**config.mk**
```make
export PLATFORM = sky130hd
export DESIGN_NAME = qspi_psram_responder_flat
export DESIGN_NICKNAME = d
export VERILOG_FILES = /design/src/rtl/qspi_psram_responder_if.sv /design/src/rtl/qspi_psram_responder.sv /design/src/flat_wrapper.sv
export SDC_FILE = /design/constraint.sdc
export NUM_CORES = 1
export LEC_CHECK = 0
export ABC_AREA = 0
export CAP_MARGIN = 30
export CORE_MARGIN = 3
export CORE_UTILIZATION = 58
export CTS_CLUSTER_DIAMETER = 60
export DETAILED_ROUTE_END_ITERATION = 8
export PLACE_DENSITY_LB_ADDON = 0.3
export SLEW_MARGIN = 20
export SYNTH_ARGS = -nofsm -noshare
export SYNTH_HDL_FRONTEND = slang
export SYNTH_SLANG_ARGS = --single-unit
```
**constraint.sdc**
```tcl
create_clock -name clk -period 7.25 [get_ports clk]
set_clock_uncertainty 0.15 [all_clocks]
set_input_delay 1.0875 -clock clk [delete_from_list [all_inputs] [get_ports clk]]
set_output_delay 1.0875 -clock clk [all_outputs]
set_load 0.05 [all_outputs]
```
**src/rtl/qspi_psram_responder_if.sv**
```systemverilog
// QSPI pin bundle plus the byte-wide memory port served by the PSRAM responder.
interface qspi_psram_responder_if #(
  parameter int unsigned ADDR_BITS = 24
);
  logic                 spi_clk_in;
  logic                 spi_cs_n;
  logic [3:0]           spi_data_in;
  logic [3:0]           spi_data_out;
  logic [3:0]           spi_data_oe;
  logic [ADDR_BITS-1:0] mem_addr;
  logic                 mem_re;
  logic [7:0]           mem_rdata;
  logic                 mem_we;
  logic [7:0]           mem_wdata;
  logic                 quad_mode;

  // Initiator plus backing memory side.
  modport master (
    output spi_clk_in, spi_cs_n, spi_data_in, mem_rdata,
    input  spi_data_out, spi_data_oe, mem_addr, mem_re, mem_we, mem_wdata, quad_mode
  );

  // Responder side.
  modport slave (
    input  spi_clk_in, spi_cs_n, spi_data_in, mem_rdata,
    output spi_data_out, spi_data_oe, mem_addr, mem_re, mem_we, mem_wdata, quad_mode
  );
endinterface

```
**src/rtl/qspi_psram_responder.sv**
```systemverilog
// QSPI PSRAM responder: oversamples the SPI pins in the clk domain, decodes
// 35h / F5h / 0Bh / 02h and maps reads/writes onto a byte-wide memory port.
module qspi_psram_responder #(
  parameter int unsigned ADDR_BITS    = 24,
  parameter int unsigned DUMMY_CYCLES = 4
) (
  input logic                   clk,
  input logic                   rstn,
  qspi_psram_responder_if.slave bus
);
  localparam int unsigned CNT_W        = 8;
  localparam int unsigned ADDR_NIBBLES = ADDR_BITS / 4;
  localparam logic [CNT_W-1:0] ADDR_LAST  = CNT_W'(ADDR_NIBBLES - 1);
  localparam logic [CNT_W-1:0] DUMMY_LAST = CNT_W'((DUMMY_CYCLES > 0) ? DUMMY_CYCLES - 1 : 0);
  localparam logic [7:0] CMD_ENTER_QUAD = 8'h35;
  localparam logic [7:0] CMD_EXIT_QUAD  = 8'hF5;
  localparam logic [7:0] CMD_READ       = 8'h0B;
  localparam logic [7:0] CMD_WRITE      = 8'h02;

  typedef enum logic [2:0] {
    IDLE, CMD, ADDR, DUMMY, RDATA, WDATA, IGNORE
  } state_t;

  logic [1:0] sclk_sync;
  logic [1:0] cs_sync;
  logic [3:0] data_sync0, data_sync1;
  logic       sclk_prev;
  logic       sclk_rise, sclk_fall, cs_high;

  state_t               state, state_n;
  logic [CNT_W-1:0]     cnt, cnt_n;
  logic [6:0]           cmd_sr, cmd_sr_n;
  logic [ADDR_BITS-1:0] addr, addr_n;
  logic                 is_read, is_read_n;
  logic                 hi_next, hi_next_n;
  logic [3:0]           wr_hi, wr_hi_n;
  logic [7:0]           rd_byte, rd_byte_n;
  logic                 re_dly;
  logic                 quad, quad_n;
  logic [3:0]           dout, dout_n;
  logic [3:0]           oe, oe_n;
  logic [ADDR_BITS-1:0] maddr, maddr_n;
  logic                 re, re_n;
  logic                 we, we_n;
  logic [7:0]           wdata, wdata_n;

  logic [7:0]           cmd_single, cmd_quad;
  logic [ADDR_BITS-1:0] addr_shift, addr_inc;

  // Two-flop synchronizers and SCLK edge history.
  always_ff @(posedge clk or negedge rstn) begin
    if (!rstn) begin
      sclk_sync  <= 2'b00;
      cs_sync    <= 2'b11;
      data_sync0 <= 4'h0;
      data_sync1 <= 4'h0;
      sclk_prev  <= 1'b0;
    end else begin
      sclk_sync  <= {sclk_sync[0], bus.spi_clk_in};
      cs_sync    <= {cs_sync[0], bus.spi_cs_n};
      data_sync0 <= bus.spi_data_in;
      data_sync1 <= data_sync0;
      sclk_prev  <= sclk_sync[1];
    end
  end

  assign sclk_rise  = sclk_sync[1] & ~sclk_prev;
  assign sclk_fall  = ~sclk_sync[1] & sclk_prev;
  assign cs_high    = cs_sync[1];
  assign cmd_single = {cmd_sr, data_sync1[0]};
  assign cmd_quad   = {cmd_sr[3:0], data_sync1};
  assign addr_shift = {addr[ADDR_BITS-5:0], data_sync1};
  assign addr_inc   = addr + ADDR_BITS'(1);

  // State, datapath and registered outputs.
  always_ff @(posedge clk or negedge rstn) begin
    if (!rstn) begin
      state   <= IDLE;
      cnt     <= '0;
      cmd_sr  <= '0;
      addr    <= '0;
      is_read <= 1'b0;
      hi_next <= 1'b1;
      wr_hi   <= 4'h0;
      rd_byte <= 8'h00;
      re_dly  <= 1'b0;
      quad    <= 1'b0;
      dout    <= 4'h0;
      oe      <= 4'h0;
      maddr   <= '0;
      re      <= 1'b0;
      we      <= 1'b0;
      wdata   <= 8'h00;
    end else begin
      state   <= state_n;
      cnt     <= cnt_n;
      cmd_sr  <= cmd_sr_n;
      addr    <= addr_n;
      is_read <= is_read_n;
      hi_next <= hi_next_n;
      wr_hi   <= wr_hi_n;
      rd_byte <= rd_byte_n;
      re_dly  <= re;
      quad    <= quad_n;
      dout    <= dout_n;
      oe      <= oe_n;
      maddr   <= maddr_n;
      re      <= re_n;
      we      <= we_n;
      wdata   <= wdata_n;
    end
  end

  // Next-state and next-output decode; CS high overrides everything.
  always_comb begin
    state_n   = state;
    cnt_n     = cnt;
    cmd_sr_n  = cmd_sr;
    addr_n    = addr;
    is_read_n = is_read;
    hi_next_n = hi_next;
    wr_hi_n   = wr_hi;
    rd_byte_n = re_dly ? bus.mem_rdata : rd_byte;
    quad_n    = quad;
    dout_n    = dout;
    maddr_n   = maddr;
    re_n      = 1'b0;
    we_n      = 1'b0;
    wdata_n   = wdata;

    if (cs_high) begin
      state_n   = IDLE;
      cnt_n     = '0;
      hi_next_n = 1'b1;
    end else begin
      unique case (state)
        IDLE: begin
          state_n   = CMD;
          cnt_n     = '0;
          hi_next_n = 1'b1;
        end
        CMD: if (sclk_rise) begin
          cnt_n = cnt + CNT_W'(1);
          if (!quad) begin
            cmd_sr_n = cmd_single[6:0];
            if (cnt == CNT_W'(7)) begin
              state_n = IGNORE;
              if (cmd_single == CMD_ENTER_QUAD) quad_n = 1'b1;
            end
          end else begin
            cmd_sr_n = {3'b000, cmd_quad[3:0]};
            if (cnt == CNT_W'(1)) begin
              cnt_n = '0;
              case (cmd_quad)
                CMD_READ: begin
                  is_read_n = 1'b1;
                  state_n   = ADDR;
                end
                CMD_WRITE: begin
                  is_read_n = 1'b0;
                  state_n   = ADDR;
                end
                CMD_EXIT_QUAD: begin
                  quad_n  = 1'b0;
                  state_n = IGNORE;
                end
                default: state_n = IGNORE;
              endcase
            end
          end
        end
        ADDR: if (sclk_rise) begin
          addr_n = addr_shift;
          cnt_n  = cnt + CNT_W'(1);
          if (cnt == ADDR_LAST) begin
            cnt_n     = '0;
            hi_next_n = 1'b1;
            if (is_read) begin
              re_n    = 1'b1;
              maddr_n = addr_shift;
              state_n = (DUMMY_CYCLES == 0) ? RDATA : DUMMY;
            end else begin
              state_n = WDATA;
            end
          end
        end
        DUMMY: if (sclk_rise) begin
          cnt_n = cnt + CNT_W'(1);
          if (cnt == DUMMY_LAST) begin
            cnt_n   = '0;
            state_n = RDATA;
          end
        end
        RDATA: if (sclk_fall) begin
          if (hi_next) begin
            dout_n    = rd_byte[7:4];
            hi_next_n = 1'b0;
          end else begin
            // Low nibble goes out: prefetch the following byte now.
            dout_n    = rd_byte[3:0];
            hi_next_n = 1'b1;
            addr_n    = addr_inc;
            maddr_n   = addr_inc;
            re_n      = 1'b1;
          end
        end
        WDATA: if (sclk_rise) begin
          if (hi_next) begin
            wr_hi_n   = data_sync1;
            hi_next_n = 1'b0;
          end else begin
            we_n      = 1'b1;
            wdata_n   = {wr_hi, data_sync1};
            maddr_n   = addr;
            addr_n    = addr_inc;
            hi_next_n = 1'b1;
          end
        end
        IGNORE: ;
        default: state_n = IDLE;
      endcase
    end

    oe_n = (state_n == RDATA) ? 4'hF : 4'h0;
  end

  assign bus.spi_data_out = dout;
  assign bus.spi_data_oe  = oe;
  assign bus.mem_addr     = maddr;
  assign bus.mem_re       = re;
  assign bus.mem_we       = we;
  assign bus.mem_wdata    = wdata;
  assign bus.quad_mode    = quad;
endmodule
```
**src/flat_wrapper.sv**
```systemverilog
// flat-port wrapper written by rule: the top's interface ports become plain ports
module qspi_psram_responder_flat 
#(
  parameter int unsigned ADDR_BITS    = 24,
  parameter int unsigned DUMMY_CYCLES = 4
)
  (clk, rstn, bus_spi_clk_in, bus_spi_cs_n, bus_spi_data_in, bus_mem_rdata, bus_spi_data_out, bus_spi_data_oe, bus_mem_addr, bus_mem_re, bus_mem_we, bus_mem_wdata, bus_quad_mode);
  qspi_psram_responder_if #(.ADDR_BITS(ADDR_BITS)) bus_i ();
  input logic clk;
  input logic rstn;
  input wire logic [$bits(bus_i.spi_clk_in)-1:0] bus_spi_clk_in;
  input wire logic [$bits(bus_i.spi_cs_n)-1:0] bus_spi_cs_n;
  input wire logic [$bits(bus_i.spi_data_in)-1:0] bus_spi_data_in;
  input wire logic [$bits(bus_i.mem_rdata)-1:0] bus_mem_rdata;
  output wire logic [$bits(bus_i.spi_data_out)-1:0] bus_spi_data_out;
  output wire logic [$bits(bus_i.spi_data_oe)-1:0] bus_spi_data_oe;
  output wire logic [$bits(bus_i.mem_addr)-1:0] bus_mem_addr;
  output wire logic [$bits(bus_i.mem_re)-1:0] bus_mem_re;
  output wire logic [$bits(bus_i.mem_we)-1:0] bus_mem_we;
  output wire logic [$bits(bus_i.mem_wdata)-1:0] bus_mem_wdata;
  output wire logic [$bits(bus_i.quad_mode)-1:0] bus_quad_mode;
  assign bus_i.spi_clk_in = bus_spi_clk_in;
  assign bus_i.spi_cs_n = bus_spi_cs_n;
  assign bus_i.spi_data_in = bus_spi_data_in;
  assign bus_i.mem_rdata = bus_mem_rdata;
  assign bus_spi_data_out = bus_i.spi_data_out;
  assign bus_spi_data_oe = bus_i.spi_data_oe;
  assign bus_mem_addr = bus_i.mem_addr;
  assign bus_mem_re = bus_i.mem_re;
  assign bus_mem_we = bus_i.mem_we;
  assign bus_mem_wdata = bus_i.mem_wdata;
  assign bus_quad_mode = bus_i.quad_mode;
  qspi_psram_responder #(.ADDR_BITS(ADDR_BITS), .DUMMY_CYCLES(DUMMY_CYCLES)) u_core (.clk(clk), .rstn(rstn), .bus(bus_i));
endmodule
```
==> PnR_summary.wiki, run 1 <==
{| class="wikitable"
! Metric !! Value
|-
| Status || completed
|-
| Primary FF master, synth || sky130_fd_sc_hd__dfrtp_1
|-
| FP Rows || 36
|-
| Remaining global-route overflow || 0
|-
| Sequential element share of the synthesized area || between 40% and 50%
|-
| Area delta synth->final || 12.5%
|-
| PwrDens || 162 mW/mm2
|-
| Min cycle time layout || 3100 ps
|-
| Distinct cell type count of the synthesized netlist || 67
|-
| Hold_ws || about 210 ps
|-
| Number of buffers on the longest clock path || 2
|-
| Worst slew margin relative to its limit || a little under two fifths
|-
| Synth warnings || 0
|-
| Cts hold-fix bufs || 0
|-
| Hold Violations, Final || 0
|-
| Asr flop ratio synth || 100%
|-
| Fmax || about 0.32 GHz
|-
| Initial drt markers || 396
|-
| Part of the cycle the worst path needs || 42.7%
|-
| Number of max-cap violations || 0
|-
| Die Span Y || approximately 110 um
|-
| Sequential standard cell area || around 0.0028 mm2
|-
| Critical path capture point type || register
|-
| Sum of negative setup slack || 0 ps
|-
| Class of the tightest hold or removal check || register to register
|-
| Global-route wire length before repair || roughly 23 mm
|-
| Fraction of post-synthesis cell area in the top cell type by area || between 40% and 50%
|-
| Critical path peak fanout || 24
|-
| Number of port buffers || 58
|-
| Gp weighted congestion || ~0.95
|-
| Number of clock buffers inserted by TritonCTS || 9
|-
| Floorplan die area || approximately 0.011 mm2
|-
| FF-to-FF setup slack || between 4000 and 5000 ps
|-
| Detailed Routing Iterations Pass 1 || 5
|-
| Unrepaired setup endpoints after global routing || false
|-
| Net switching power || between 0.2 and 0.3 mW
|-
| Clock-pin slew of the registers on the worst-case setup and hold paths || between 100 and 150 ps
|-
| Syn nets || around 650
|-
| ANT nets after route || 0
|-
| Number of levels the H-tree was split into || 3
|-
| Share of total power in combinational logic || under 10%
|-
| Final Instance Count excl. Fillers || 784
|-
| Most instantiated library cell after synthesis || sky130_fd_sc_hd__dfrtp_1
|-
| Post-cts repair resize count || 0
|-
| Clock tree from TritonCTS || built
|-
| Initial antenna violation count || 0
|-
| Placed wire-length estimate || about 9.1 mm
|-
| Kind of launch point of the worst setup path || register
|-
| Overall routing resource usage || between 20% and 30%
|-
| Part of the power in registers || between 60 and 70%
|-
| Maximum ir drop on the vdd rail || ~0.00013 V
|-
| Number of vias per cell after detailed routing || 6.23
|-
| Synthesized area per cell || 9.30 um2
|-
| Type of the worst setup path || register to register
|-
| CTS sink cnt || 110
|-
| Setup-violating endpoint count in the final report || 0
|-
| Synth top area cells || sky130_fd_sc_hd__dfrtp_1 (46%), sky130_fd_sc_hd__nand2_1 (4.3%), sky130_fd_sc_hd__mux2_2 (4.0%)
|-
| Clock network fraction of total power || about a third
|-
| Via count of the first global-routing pass || 4626
|-
| Effective utilization at floorplan || 59.9%
|-
| Area of the core region || approximately 0.01 mm2
|-
| Fillers || 807
|-
| Leak pwr || 2.67 nW
|-
| Area occupied by multi-input gates || roughly 0.0028 mm2
|-
| Count of vias placed by the detailed router || between 4000 and 5000
|-
| Largest net degree at the start of global routing || just over 70
|-
| Wire length per cell after detailed routing || 17.2 um
|-
| Number of diodes added for antenna fixing || 0
|-
| Buffer count from post-CTS setup fixing || 0
|-
| Fraction of layout instances using a drive strength above 1 || 9.22%
|-
| Number of max-slew violations in the final report || 0
|-
| X dimension of the die || around 110 um
|-
| Count of mapped cells out of synthesis || 632
|-
| Arrival @ worst endpoint || around 3200 ps
|-
| Total length of routed wires || approximately 13 mm
|-
| Slew at the pin with the worst max-slew slack || roughly 940 ps
|-
| Internal power contribution || just under 0.8 mW
|-
| Number of cells in the design after placement || between 700 and 800
|-
| Root buffer cell || sky130_fd_sc_hd__clkbuf_8
|-
| Most instantiated cells after synthesis || sky130_fd_sc_hd__dfrtp_1 (107), sky130_fd_sc_hd__nand2_1 (68), sky130_fd_sc_hd__nor2_1 (46)
|-
| Top-level I/O count || a little under 60
|-
| Mapped cell area || 0.00588 mm2
|-
| # nets final || around 670
|-
| Number of enable-type register cells in the synthesized netlist || 0
|-
| Area leader, netlist || sky130_fd_sc_hd__dfrtp_1
|-
| Sw Ratio || about a quarter
|-
| Worst endpoint required time || ~7400 ps
|-
| Flip-flop and latch count after synthesis || 110
|-
| # DRC || 0
|-
| Latest clock arrival within the worst-skew pair || 390 ps
|}
[kinds of logic after synthesis]
| logic type | share of synthesized area (%) |
|---|---|
| buffers and inverters | 5.15 |
| adder cells (fa/ha/maj) | 0.639 |
| AO/OA/AOI/OAI | 19.2 |
| XOR/XNOR | 2.24 |
| multiplexers | 5.39 |
| AND/OR/NAND/NOR | 20.5 |
| flip-flops | 46.9 |
[worst max-delay path, cell delays in order, from the launching register on]
cell and delay (ps):
sky130_fd_sc_hd__dfrtp_1 450, sky130_fd_sc_hd__or4_1 650, sky130_fd_sc_hd__o31ai_2 500, sky130_fd_sc_hd__a21bo_1 490, sky130_fd_sc_hd__buf_4 310, sky130_fd_sc_hd__or3_1 310
sky130_fd_sc_hd__o221a_2 130
[registers in the layout, indices dropped and copies added (netlist names), 2 cells and up]
register and cells:
u_core.rd_byte 8, u_core.bus.spi_data_out 4, u_core.bus.mem_wdata 8, u_core.cmd_sr 7, u_core.sclk_sync 2, u_core.state 3
u_core.wr_hi 4, u_core.cs_sync 2, u_core.data_sync0 4, u_core.bus.mem_addr 24, u_core.addr 24, u_core.data_sync1 4
u_core.cnt 8
[cell type report]
class | count | area share, %
multi-input combinational | 453 | 42.8
sequential | 110 | 41.7
timing repair buffer | 64 | 9.54
tap | 133 | 2.52
clock buffer | 9 | 1.87
clock inverter | 7 | 1.17
inverter | 8 | 0.454
[cells in the final DEF (no fill, tap or decap), drive strengths merged, types with 3 or more instances in the layout]
master | synthesis | final
a21oi | 34 | 34
a22oi | 4 | 4
a2bb2oi | 3 | 3
a31o | 3 | 3
a31oi | 11 | 11
and2 | 6 | 6
and3 | 7 | 7
and4 | 3 | 3
buf | 21 | 7
clkbuf | 40 | 9
clkdlybuf4s50 | 0 | 57
clkinv | 0 | 3
dfrtp | 107 | 107
dfstp | 3 | 3
ha | 3 | 3
inv | 8 | 11
mux2 | 21 | 21
mux2i | 8 | 8
nand2 | 68 | 68
nand2b | 6 | 6
nand3 | 21 | 21
nand3b | 5 | 5
nand4 | 14 | 14
nor2 | 46 | 46
nor2b | 4 | 4
nor3 | 22 | 22
nor3b | 4 | 4
nor4 | 10 | 10
o211ai | 4 | 4
o21a | 7 | 7
o21ai | 36 | 36
o22a | 9 | 9
o22ai | 13 | 13
o31a | 3 | 3
o31ai | 16 | 16
or3 | 10 | 10
or4 | 5 | 5
xnor2 | 9 | 9
xor2 | 6 | 6
[metrics by stage]
step                worst slack [ps]  instance area, um2  utilization (%)  power, mW
finish                          4150                6610             67.3       1.07
global route                    3980                6610             67.3       1.12
CTS                             4070                6600             67.2       1.08
detailed placement              4120                6390             65.1      0.718
global placement                4210                6390             65.1      0.716
floorplan                       4890                5880                -      0.686
[worst paths after layout]
path,from,endpoint,cells past startpoint
worst min-delay path,u_core.data_sync0[3],u_core.data_sync1[3],0
worst max-delay path,u_core.cnt[4],u_core.bus.mem_addr[18],6
worst min register to register,u_core.data_sync0[3],u_core.data_sync1[3],0
worst max register to register,u_core.cnt[4],u_core.bus.mem_addr[18],6
max in group asynchronous,rstn,u_core.addr[17],2
min in group asynchronous,rstn,u_core.bus.mem_addr[15],1
[power by group through the flow]
| stage | Clock, mW | Combinational [mW] | Sequential, mW |
|---|---|---|---|
| 2_1_floorplan | 0 | 0.0350 | 0.651 |
| 3_3_place_gp | 0 | 0.0592 | 0.657 |
| 3_5_place_dp | 0 | 0.0604 | 0.658 |
| 4_1_cts | 0.378 | 0.0605 | 0.646 |
| 5_1_grt | 0.402 | 0.0696 | 0.649 |
| 6_report | 0.366 | 0.0604 | 0.646 |
[routing by layer]
metal  wire length [um]  vias up  GRT usage [%]
li1                   -     2327              -
met2               6850      184           41.0
met4                271        0           6.58
met1               5550     2346           32.3
met5                  0        -              0
met3                814       30           5.36
(Power assumes the default switching activity.)
==> run 2, diff against run 1 <==
--- a/config.mk
+++ b/config.mk
@@ -8,7 +8,7 @@
 export ABC_AREA = 0
 export CAP_MARGIN = 30
 export CORE_MARGIN = 3
-export CORE_UTILIZATION = 58
+export CORE_UTILIZATION = 52
 export CTS_CLUSTER_DIAMETER = 60
 export DETAILED_ROUTE_END_ITERATION = 8
 export PLACE_DENSITY_LB_ADDON = 0.3
==> constraint.sdc (replaced) <==
create_clock -name clk -period 2.53 [get_ports clk]
set_clock_uncertainty 0.15 [all_clocks]
set_input_delay 0.3795 -clock clk [delete_from_list [all_inputs] [get_ports clk]]
set_output_delay 0.3795 -clock clk [all_outputs]
set_load 0.05 [all_outputs]
==> PnR_summary.wiki, run 2 (synthesized netlist as in run 1, its figures left out) <==
{| class="wikitable"
! Metric !! Value
|-
| Number of port buffers || 58 (unchanged)
|-
| Detailed Routing Iterations Pass 1 || 5 (unchanged)
|-
| Number of clock buffers inserted by TritonCTS || 9 (unchanged)
|-
| Latest clock arrival within the worst-skew pair || 360 ps (-30 ps)
|-
| Class of the tightest hold or removal check || register to register
|-
| Total chip power || 3.49 mW (+230%)
|-
| Total length of routed wires || 14.5 mm (+7.7%)
|-
| Number of buffers on the longest clock path || 2 (unchanged)
|-
| Final Util || 64.0% (-3.3 points)
|-
| Top-level I/O count || 59 (unchanged)
|-
| Count of vias placed by the detailed router || 5002 (+2.4%)
|-
| Arrival @ worst endpoint || 2530 ps (-690 ps)
|-
| Area of the core region || 0.0109 mm2 (+11%)
|-
| Floorplan die area || 0.0126 mm2 (+11%)
|-
| ANT nets after route || 0 (unchanged)
|-
| Critical path capture point type || register
|-
| Die Span Y || 112 um (+5.3%)
|-
| Endpoint of the lowest-slack register-to-register path || u_core.bus.mem_addr[18]
|-
| Worst slew margin relative to its limit || 65.3% (+29 points)
|-
| Gp weighted congestion || 0.890 (-6.8%)
|-
| # nets final || 692 (+4.1%)
|-
| Critical R2R Launch || u_core.addr[0]
|-
| Global-route wire length before repair || 23.9 mm (+5.7%)
|-
| Number of max-cap violations || 0 (unchanged)
|-
| Slew at the pin with the worst max-slew slack || 518 ps (-423 ps)
|-
| Placed wire-length estimate || 9.99 mm (+9.6%)
|-
| Number of levels the H-tree was split into || 3 (unchanged)
|-
| Fmax || 0.412 GHz (+28%)
|-
| Number of cells in the design after placement || 801 (+4.4%)
|-
| Part of the cycle the worst path needs || 96.0% (+53 points)
|-
| Sink of the worst hold path || u_core.data_sync1[1]
|-
| Root buffer cell || sky130_fd_sc_hd__clkbuf_16
|-
| Hold Violations, Final || 0 (unchanged)
|-
| Kind of launch point of the worst setup path || register
|-
| Via count of the first global-routing pass || 4801 (+3.8%)
|-
| Leak pwr || 2.86 nW (+7.1%)
|-
| Startpoint of the tightest hold check path || u_core.data_sync0[1]
|-
| Most frequent standard cell in the layout excluding fill and tap cells || sky130_fd_sc_hd__dfrtp_1
|-
| Fraction of layout instances using a drive strength above 1 || 13.9% (+4.6 points)
|-
| Clock tree from TritonCTS || built
|-
| X dimension of the die || 112 um (+5.3%)
|-
| Effective utilization at floorplan || 53.8% (-6.1 points)
|-
| PwrDens || 498 mW/mm2 (+210%)
|-
| Post-Place Cell Area || 0.00664 mm2 (+3.9%)
|-
| Wire length per cell after detailed routing || 17.7 um (+3.2%)
|-
| Area delta synth->final || 19.1%
|-
| # DRC || 0 (unchanged)
|-
| Remaining global-route overflow || 0 (unchanged)
|-
| Status || completed
|-
| FP Rows || 38 (+5.6%)
|-
| Initial drt markers || 426 (+7.6%)
|-
| Final WS setup || 101 ps (-4050 ps)
|-
| Overall routing resource usage || 23.2% (-1.2 points)
|-
| Hold_ws || 203 ps (-7.42 ps)
|-
| Pre-CTS setup slack || 77.7 ps (-4050 ps)
|-
| Clock-pin slew of the registers on the worst-case setup and hold paths || 80 ps (-30 ps)
|-
| R2r worst-path depth || 6 (unchanged)
|-
| Largest net degree at the start of global routing || 65 (-9.7%)
|-
| Number of max-slew violations in the final report || 0 (unchanged)
|-
| Area of all placed cells without fillers || 0.00700 mm2 (+5.9%)
|-
| Maximum ir drop on the vdd rail || 0.000572 V (+340%)
|-
| Type of the worst setup path || register to register
|-
| Final Instance Count excl. Fillers || 818 (+4.3%)
|-
| Hold path cells || 0 (unchanged)
|-
| Critical path peak fanout || 8 (-67%)
|-
| CTS sink cnt || 110 (unchanged)
|-
| Sum of negative setup slack || 0 ps (unchanged)
|-
| Worst endpoint required time || 2630 ps (-4750 ps)
|-
| Commonest cells after routing, fill and taps aside || sky130_fd_sc_hd__dfrtp_1 (107), sky130_fd_sc_hd__nand2_1 (68), sky130_fd_sc_hd__clkdlybuf4s50_1 (57)
|-
| Number of vias per cell after detailed routing || 6.11 (-1.9%)
|-
| FF-to-FF setup slack || 100 ps (-4050 ps)
|-
| Number of diodes added for antenna fixing || 0 (unchanged)
|-
| Initial antenna violation count || 0 (unchanged)
|-
| Fillers || 868 (+7.6%)
|-
| Min cycle time layout || 2430 ps (-670 ps)
|-
| Setup-violating endpoint count in the final report || 0 (unchanged)
|-
| Buffer count from post-CTS setup fixing || 0 (unchanged)
|}
run 2: final cells by class:
class	instances	area (um2)	share of cell area (%)
Timing Repair Buffer	91	866	12.4
Clock buffer	9	225	3.22
Inverter	8	30.0	0.429
Clock inverter	7	87.6	1.25
Sequential cell	110	2760	39.4
Multi-Input combinational cell	453	2860	40.9
Tap cell	140	175	2.50
run 2: timing repair:
item / CTS / global route
resized for setup: 0 / 9
endpoints found under the hold margin: 31 / 0
endpoints found under the setup margin: 0 / 11
hold buffers: 1 / 0
run 2: critical path: stages (launching register included):
cell                      delay [ps]
sky130_fd_sc_hd__dfrtp_1         490
sky130_fd_sc_hd__ha_2            290
sky130_fd_sc_hd__nand4_1         200
sky130_fd_sc_hd__or4_1           640
sky130_fd_sc_hd__nor3_1          210
sky130_fd_sc_hd__xor2_1          100
sky130_fd_sc_hd__o221a_2         250
run 2: power breakdown:
group	internal [mW]	total, mW	switching [mW]
logic	0.0778	0.181	0.103
registers	1.80	1.85	0.0519
clock network	0.712	1.46	0.745
run 2: metal layers:
layer / vias to the layer above / global-route usage, % / share of wire [%]
li1: 2385 / - / -
met3: 19 / 5.82 / 5.4
met4: 0 / 6.73 / 1.6
met1: 2441 / 29.3 / 42
met2: 157 / 39.8 / 51
met5: - / 0 / 0
run 2: worst max-delay path by stage:
| stage | end | cells after the start | startpoint |
|---|---|---|---|
| 2_1_floorplan | u_core.bus.mem_addr[18] | 7 | u_core.cnt[5] |
| 3_3_place_gp | u_core.state[0] | 6 | u_core.cnt[5] |
| 3_5_place_dp | u_core.bus.spi_data_oe[2] | 6 | u_core.cnt[4] |
| 4_1_cts | u_core.state[0] | 6 | u_core.cnt[5] |
| 5_1_grt | u_core.bus.mem_addr[18] | 6 | u_core.addr[0] |
| 6_report | u_core.bus.mem_addr[18] | 6 | u_core.addr[0] |
